### config.mk
export PLATFORM = sky130hd
export DESIGN_NAME = mem_copy_engine
export DESIGN_NICKNAME = d
export VERILOG_FILES = /design/src/rtl/mem_copy_engine.sv
export SDC_FILE = /design/constraint.sdc
export NUM_CORES = 1
export LEC_CHECK = 0
export CAP_MARGIN = 30
export CORE_MARGIN = 8
export CORE_UTILIZATION = 45
export DETAILED_ROUTE_END_ITERATION = 12
export MAX_ROUTING_LAYER = met4
export PLACE_DENSITY = 0.66
export SYNTH_ARGS = -nofsm -noshare
export SYNTH_HDL_FRONTEND = slang
export SYNTH_SLANG_ARGS = --single-unit
### constraint.sdc
create_clock -name clk -period 9.09 [get_ports clk]
set_input_delay 1.818 -clock clk [delete_from_list [all_inputs] [get_ports clk]]
set_output_delay 1.818 -clock clk [all_outputs]
set_load 0.02 [all_outputs]
### src/rtl/mem_copy_engine.sv
// Word-granular memmove engine driving a single-port word memory.
// Copies backwards when the destination overlaps above the source.
module mem_copy_engine #(
  parameter int unsigned ADDR_WIDTH = 32,
  parameter int unsigned CNT_WIDTH  = 16,
  parameter int unsigned MEM_WORDS  = 8192
) (
  input  logic                  clk,
  input  logic                  rst,
  input  logic                  start,
  input  logic [ADDR_WIDTH-1:0] src_addr,
  input  logic [ADDR_WIDTH-1:0] dst_addr,
  input  logic [CNT_WIDTH-1:0]  word_count,
  output logic                  busy,
  output logic                  done,
  output logic                  error,
  output logic [ADDR_WIDTH-1:0] mem_addr,
  output logic                  MemWrite,
  output logic [31:0]           mem_write_data,
  input  logic [31:0]           mem_read_data
);

  localparam int unsigned ExtWidth = ADDR_WIDTH + CNT_WIDTH + 2;
  localparam logic [ExtWidth-1:0] Limit = ExtWidth'(64'(MEM_WORDS) * 64'd4);

  typedef enum logic [1:0] {StIdle, StRead, StWrite, StFin} state_e;

  state_e                state_q, state_d;
  logic [ADDR_WIDTH-1:0] rd_ptr_q, rd_ptr_d;
  logic [ADDR_WIDTH-1:0] wr_ptr_q, wr_ptr_d;
  logic [CNT_WIDTH-1:0]  remaining_q, remaining_d;
  logic [31:0]           data_buf_q, data_buf_d;
  logic                  backward_q, backward_d;
  logic                  reject_q, reject_d;

  // Bounds are evaluated in a widened domain so no sum can wrap.
  logic [ExtWidth-1:0]   src_ext, dst_ext, len_ext, src_end, dst_end;
  logic [ADDR_WIDTH-1:0] last_off;
  logic                  cmd_reject, cmd_backward;

  assign src_ext  = ExtWidth'(src_addr);
  assign dst_ext  = ExtWidth'(dst_addr);
  assign len_ext  = ExtWidth'({word_count, 2'b00});
  assign src_end  = src_ext + len_ext;
  assign dst_end  = dst_ext + len_ext;
  assign last_off = ADDR_WIDTH'({word_count, 2'b00}) - ADDR_WIDTH'(4);

  assign cmd_reject = (src_addr[1:0] != 2'b00) || (dst_addr[1:0] != 2'b00) ||
                      (src_end > Limit) || (dst_end > Limit);
  assign cmd_backward = (dst_ext > src_ext) && (dst_ext < src_end);

  always_ff @(posedge clk or negedge rst) begin
    if (!rst) begin
      state_q     <= StIdle;
      rd_ptr_q    <= '0;
      wr_ptr_q    <= '0;
      remaining_q <= '0;
      data_buf_q  <= '0;
      backward_q  <= 1'b0;
      reject_q    <= 1'b0;
    end else begin
      state_q     <= state_d;
      rd_ptr_q    <= rd_ptr_d;
      wr_ptr_q    <= wr_ptr_d;
      remaining_q <= remaining_d;
      data_buf_q  <= data_buf_d;
      backward_q  <= backward_d;
      reject_q    <= reject_d;
    end
  end

  always_comb begin
    state_d     = state_q;
    rd_ptr_d    = rd_ptr_q;
    wr_ptr_d    = wr_ptr_q;
    remaining_d = remaining_q;
    data_buf_d  = data_buf_q;
    backward_d  = backward_q;
    reject_d    = reject_q;
    unique case (state_q)
      StIdle: begin
        if (start) begin
          reject_d    = cmd_reject;
          backward_d  = cmd_backward;
          remaining_d = word_count;
          if (cmd_reject || (word_count == '0)) begin
            state_d = StFin;
          end else begin
            rd_ptr_d = cmd_backward ? src_addr + last_off : src_addr;
            wr_ptr_d = cmd_backward ? dst_addr + last_off : dst_addr;
            state_d  = StRead;
          end
        end
      end
      StRead: begin
        data_buf_d = mem_read_data;
        state_d    = StWrite;
      end
      StWrite: begin
        rd_ptr_d    = backward_q ? rd_ptr_q - ADDR_WIDTH'(4) : rd_ptr_q + ADDR_WIDTH'(4);
        wr_ptr_d    = backward_q ? wr_ptr_q - ADDR_WIDTH'(4) : wr_ptr_q + ADDR_WIDTH'(4);
        remaining_d = remaining_q - CNT_WIDTH'(1);
        state_d     = (remaining_q == CNT_WIDTH'(1)) ? StFin : StRead;
      end
      StFin: begin
        state_d = StIdle;
      end
      default: begin
        state_d = StIdle;
      end
    endcase
  end

  // Outputs depend only on registered state, so reset drops MemWrite at once.
  always_comb begin
    busy           = 1'b0;
    done           = 1'b0;
    error          = 1'b0;
    mem_addr       = '0;
    MemWrite       = 1'b0;
    mem_write_data = '0;
    unique case (state_q)
      StRead: begin
        busy     = 1'b1;
        mem_addr = rd_ptr_q;
      end
      StWrite: begin
        busy           = 1'b1;
        mem_addr       = wr_ptr_q;
        MemWrite       = 1'b1;
        mem_write_data = data_buf_q;
      end
      StFin: begin
        done  = !reject_q;
        error = reject_q;
      end
      default: ;
    endcase
  end

endmodule
* After elaboration in Yosys (flattened, before gate mapping)
Index checks and enable logic that the tools add are counted. W data, S select, Z words.
Cells by class: $add $sub $neg 10, magnitude comparators 4, equal/unequal tests 6, muxes and demuxes 22, reduce and logical (&&, ||, !) cells 15
Operators by type and width (number):
- $mux W32 | 9
- $pmux W32 S2 | 3
- $add A32 B18 Y33 | 2
- $gt A33 B16 Y1 const B | 2
- $add A32 B3 Y32 const B | 2
- $add A32 B32 Y32 | 2
- $sub A32 B3 Y32 const B | 2
- $lt A32 B33 Y1 | 1
- $gt A32 B32 Y1 | 1
- $pmux W16 S2 | 1
- $sub A18 B3 Y19 const B | 1
- $eq A16 B1 Y1 const B | 1
- $logic_not A16 Y1 | 1
- $mux W16 | 1
- $sub A16 B1 Y16 const B | 1
- $pmux W2 S4 | 1
- $mux W2 | 3
- $reduce_bool A2 Y1 | 3
- $eq A2 B2 Y1 const B | 2
- $logic_or A1 B1 Y1 | 4
- $mux W1 | 4
- $ne A2 B2 Y1 const B | 2
- $reduce_and A2 Y1 | 2
- $reduce_and A3 Y1 | 1
- 5 further kinds | 5
Word-level totals: register bits 116, input port bits 115, output and inout bits 68, logic and storage cells 64

* Logic depth before layout (Yosys ltp)
depth after elaboration 8, mapped depth 22, mapped depth without buffers 19

* Worst setup path before layout
No wires, ideal clock.
path kind input to register, start point in word_count[1], end point reg wr_ptr_q[30], library setup time 66 ps, data arrival time 6941 ps, required time 9024 ps, slack 2083 ps, stages on the path 19, buffers on the path 1, cell sequence inv_1 > ha_1 > nand2_1 > nor3_1 > nand2_1 > nor3_1 > ha_1 > clkbuf_1 > a21o_1 > a21o_1 > a21oi_1 > o21ai_0 > a221o_1 > a2111oi_0 > a21oi_1 > nor4b_1 > nor3_1 > a21oi_1 > a221o_1
Between the ends: longest elaborated chain between the ends 7, elaborated cells on any way between the ends 18, those cells by class 4 x add/sub; 3 x order compare; 1 x eq/ne; 4 x mux; 6 x reduce/logical
Ends and longest elaborated chain:
- from (decl) | line 13 | input logic [CNT_WIDTH-1:0] word_count,
- $add A32 B18 Y33 | line 44 | assign src_end = src_ext + len_ext;
- $lt A32 B33 Y1 or $gt A33 B16 Y1 (tied branches) | line 50, 49
- $logic_and A1 B1 Y1 or $logic_or A1 B1 Y1 (tied branches) | line 50, 48
- $mux W32 or $logic_or A1 B1 Y1 (tied branches) | line 90, 49
- $mux W32 or $logic_or A1 B1 Y1 (tied branches) | line 86 | if (cmd_reject || (word_count == '0)) begin
- $mux W32 or $ne A2 B2 Y1 (tied branches)
- $pmux W32 S2 or $reduce_and A3 Y1 (tied branches)
- to (signal assigned) | line 64 | wr_ptr_q <= wr_ptr_d;
- to (decl) | line 30 | logic [ADDR_WIDTH-1:0] wr_ptr_q, wr_ptr_d;
Parallel ways exist; a longest one is shown, timed or not. The select of a mux whose other input is x is not followed. A chain may end at the register's enable or synchronous reset.

* Final worst setup path
start point in word_count[0], end point reg rd_ptr_q[6]
Between the ends: longest elaborated chain between the ends 7, elaborated cells on any way between the ends 18, those cells by class 4 x add/sub; 3 x order compare; 1 x eq/ne; 4 x mux; 6 x reduce/logical
Ends and longest elaborated chain:
- $add A32 B18 Y33 | line 44
- $lt A32 B33 Y1 or $gt A33 B16 Y1 (tied branches) | line 50, 49
- $logic_and A1 B1 Y1 or $logic_or A1 B1 Y1 (tied branches) | line 50, 48
- $mux W32 or $logic_or A1 B1 Y1 (tied branches) | line 89, 49
- $mux W32 or $logic_or A1 B1 Y1 (tied branches) | line 86
- $mux W32 or $ne A2 B2 Y1 (tied branches)
- $pmux W32 S2 or $reduce_and A3 Y1 (tied branches)
- to (signal assigned) | line 63 | rd_ptr_q <= rd_ptr_d;
- to (decl) | line 29 | logic [ADDR_WIDTH-1:0] rd_ptr_q, rd_ptr_d;
Parallel ways exist; a longest one is shown, timed or not. The select of a mux whose other input is x is not followed.

==> results.py <==
metrics = {
    "worst_hold_path": {
        "min_path_type": "flop to flop",
        "worstHoldStart": "data_buf_q[18]$_DFFE_PN0P_",
    },
    "drt": {
        "drtPass1Iterations": 6,
        "routed-via-count": 16290,
        "antenna_left": 0,
        "dr.first_iter.drc_count": 1377,
        "drc": 0,
        "via_per_inst": 6.153,
        "totalWireLength_um": 54540,
        "routedWlPerCell_um": 20.61,
    },
    "yosys": {
        "yosysSeqAreaShare_pct": 17.72,
        "synthCells": 2025,
        "synth.distinct_cells": 86,
        "yosysTopAreaCell": "dfrtp_1",
        "synth-async-reset-ratio_pct": 100.0,
        "syn_area_per_cell_um2": 8.090,
        "synth_warnings": 0,
        "synth_area_um2": 16380,
        "synth-seq-cells": 116,
        "synth_top_area_share_pct": 17.72,
        "synthFlopType": "dfrtp_1",
        "synthTopCellsByArea": "dfrtp_1 18%, ha_1 16%, mux2_2 5.3%, a21oi_1 4.5%, xnor2_1 4.4%",
        "synth-edff-count": 0,
        "syn_nets": 2360,
    },
    "clock_network": {
        "post_cts_buffers": 0,
        "cts.root.buffer_cell": "clkbuf_16",
        "clockBufferDepth": 2,
        "clkSinkCount": 116,
        "ctsResizeCount": 0,
        "cts_tree": "done",
        "clk_pin_slew_ns": 0.05,
        "cts_hold_buf": 0,
        "cts_buffers": 17,
        "worstSkewPairLatency_ns": 0.43,
        "htreeDepth": 4,
    },
    "pwr": {
        "power_leakage_nw": 8.613,
        "sequentialPowerShare_pct": 18.9,
        "cell_internal_pwr_w": 0.002896,
        "ir_drop_mv": 0.1599,
        "p_comb_share_pct": 67.8,
        "p_per_area_nw_per_um2": 282.7,
        "p_switching_w": 0.002555,
        "swShare_pct": 46.87,
        "p_total_w": 0.005451,
        "p_clk_share_pct": 13.2,
    },
    "floorplan": {
        "die_area_um2": 42770,
        "die_h_um": 206.8,
        "num_io_pins": 183,
        "die_w_um": 206.8,
        "initial_core_util_pct": 45.18,
        "rows": 70,
        "coreArea_um2": 36260,
    },
    "timing": {
        "hold_viol": 0,
        "skew_ns": 0.008467,
        "fin_setup_tns_ns": 0,
        "clock.fmax_mhz": 132.9,
        "worst_slew_pin_slew_ns": 0.9280,
        "finalCritPeriodShare_pct": 82.80,
        "rsz0062_at_grt": "false",
        "max_slew_margin_pct": 37.48,
        "report.final.slew_viol_count": 0,
        "setup_viol": 0,
        "period_minus_slack_ns": 7.526,
    },
    "global_routing": {
        "grt_max_degree": 136,
        "grt_pass1_vias": 15970,
        "antenna_found_initial": 0,
        "grt_overflow_total": 0,
        "grt_use_total_pct": 25.97,
        "grt_pass1_wl_um": 85880,
    },
    "outcome": {
        "status": "complete, no violations",
    },
    "cells_and_area": {
        "final_util_pct": 53.16,
        "num-nets-final": 2501,
        "fillers": 3442,
        "area_delta_synth_final_pct": 17.67,
        "final_cell_mix": "212 x ha_1, 181 x clkdlybuf4s50_1, 152 x nand2_1",
        "final_common_cell": "ha_1",
        "num_antenna_cells": 0,
        "drive_above_1_share_pct": 7.618,
    },
    "worst_setup_path": {
        "setup.worst_path.start": "word_count[0]",
        "crit_fanout": 38,
        "path_delay_family": "compound AO/OA/AOI/OAI gates",
        "path_buf_inv": 3,
        "slowest_delay_ns": 0.69,
        "worst_setup_path_start_kind": "input pin",
        "cp-end-kind": "flop",
        "r2r_setup_slack_ns": 4.04,
        "timing.rr.start": "backward_q$_DFFE_PN0P_",
        "cp.arrival_ns": 7.84,
        "critPathRequiredTime_ns": 9.40,
        "path_cells": "clkdlybuf4s50_1 > ha_1 > fa_1 > a211oi_2 > o211ai_2 > a2111oi_4 > nor2_1 > a31oi_1 > xor2_1 > ha_1 > a22oi_1 > nand2_1 > a211oi_1 > a211oi_1 > maj3_1 > a2111oi_0 > o31ai_4 > buf_4 > buf_12 > mux2i_1 > o21ai_0 > mux2_2",
        "crit_type": "input pin to flop",
        "critPathSlowestCell": "a2111oi_0",
    },
    "placement": {
        "io_buffer_count": 182,
        "dpl.hpwl_um": 43060,
        "routabilityCongestion": 0.9266,
    },
    "flow_run": {
        "maxCapViolations": 0,
    },
}
flip-flops by register name (all words and copies together), names as in the netlist:
signal and cells:
data_buf_q 32, rd_ptr_q 32, wr_ptr_q 32, remaining_q 16, state_q 2, backward_q 1
reject_q 1
logic make-up after synthesis:
family | count (synthesis) | synth area share [%]
adder cells (fa/ha/maj) | 221 | 17.14
AO/OA/AOI/OAI | 637 | 25.62
XOR/XNOR | 140 | 7.485
AND/OR/NAND/NOR | 616 | 19.39
multiplexers | 129 | 8.478
buffers and inverters | 166 | 4.163
flip-flops | 116 | 17.72
area by class of cell:
cell class,instances,area (µm²),share of cell area (%)
clock buffer,21,450.4,2.337
clock inverter,11,157.7,0.8178
inverter,94,352.8,1.830
multi-input combinational,1743,12840,66.62
sequential,116,2904,15.06
tap,468,585.6,3.038
timing repair buffer,194,1984,10.29
worst paths after layout:
path,endpoint,cells past startpoint
min,data_buf_q[18]$_DFFE_PN0P_,1
min reg2reg,data_buf_q[18]$_DFFE_PN0P_,1
min in group asynchronous,data_buf_q[8]$_DFFE_PN0P_,1
max reg2reg,wr_ptr_q[30]$_DFFE_PN0P_,13
max,rd_ptr_q[6]$_DFFE_PN0P_,22
max in group asynchronous,backward_q$_DFFE_PN0P_,3
metrics by stage:
step	setup WS (ns)	area (µm²)	cells	hold slack, ns
final	1.564	19280	2647	0.4974
after global routing	1.144	19280	2647	0.5116
after CTS	1.668	19250	2646	0.5029
after detailed placement	1.229	18640	2614	0.4904
after global placement	1.330	18590	2611	0.4807
after floorplan	2.083	16380	2025	0.4728
routing by layer:
| metal | vias up | routed length (µm) | track usage [%] |
|---|---|---|---|
| li1 | 7863 | - | - |
| met1 | 7753 | 24520 | 33.55 |
| met3 | 57 | 4034 | 3.605 |
| met4 | 0 | 1090 | 7.043 |
| met5 | - | 0 | - |
| met2 | 614 | 24900 | 42.27 |
worst reg2reg max path: stages, from the launching register on:
cell and delay, ns:
dfrtp_2 0.78, clkinv_1 0.61, fa_1 0.65, nor2b_1 0.21, o31ai_1 0.14, a211oi_1 0.41, nor3_1 0.14, o31ai_1 0.78
a41o_1 0.36, nand4_1 0.13, a31oi_1 0.21, xnor2_1 0.18, nor3_1 0.07, a221o_1 0.28
power by group through the flow:
stage / clock network, W / registers [W] / logic, W
floorplan: 0 / 0.000959 / 0.00264
global placement: 0 / 0.00102 / 0.00356
detailed placement: 0 / 0.00103 / 0.00366
CTS: 0.000731 / 0.00103 / 0.00368
global route: 0.000753 / 0.00107 / 0.00409
finish: 0.000720 / 0.00103 / 0.00370
cells in the mapped netlist (6+ instances only):
master and number:
nand4_1 23, mux2_2 77, a21oi_1 148, buf_2 8, xor2_1 57, nor3_1 48, ha_1 214, o211ai_1 19
o21bai_1 11, nand3_1 59, dfrtp_1 116, and3_1 26, nor2_1 107, xnor2_1 83, nand2_1 152, o22ai_1 15
o31a_1 7, nand2b_1 19, nor4_1 14, buf_1 8, a31o_2 11, a2111oi_0 7, or2_2 16, o21ai_0 136
or3_1 18, and4_1 9, nor3b_1 6, a221o_1 7, a22oi_1 37, o21ai_1 10, a21o_1 70, and2_1 44
o2111ai_1 13, clkbuf_1 49, nor2b_1 52, buf_6 6, fa_1 6, mux2i_1 51, a31oi_1 25, inv_1 92
a211oi_1 22, o21a_1 20, o31ai_1 15
(Power assumes the default switching activity.)
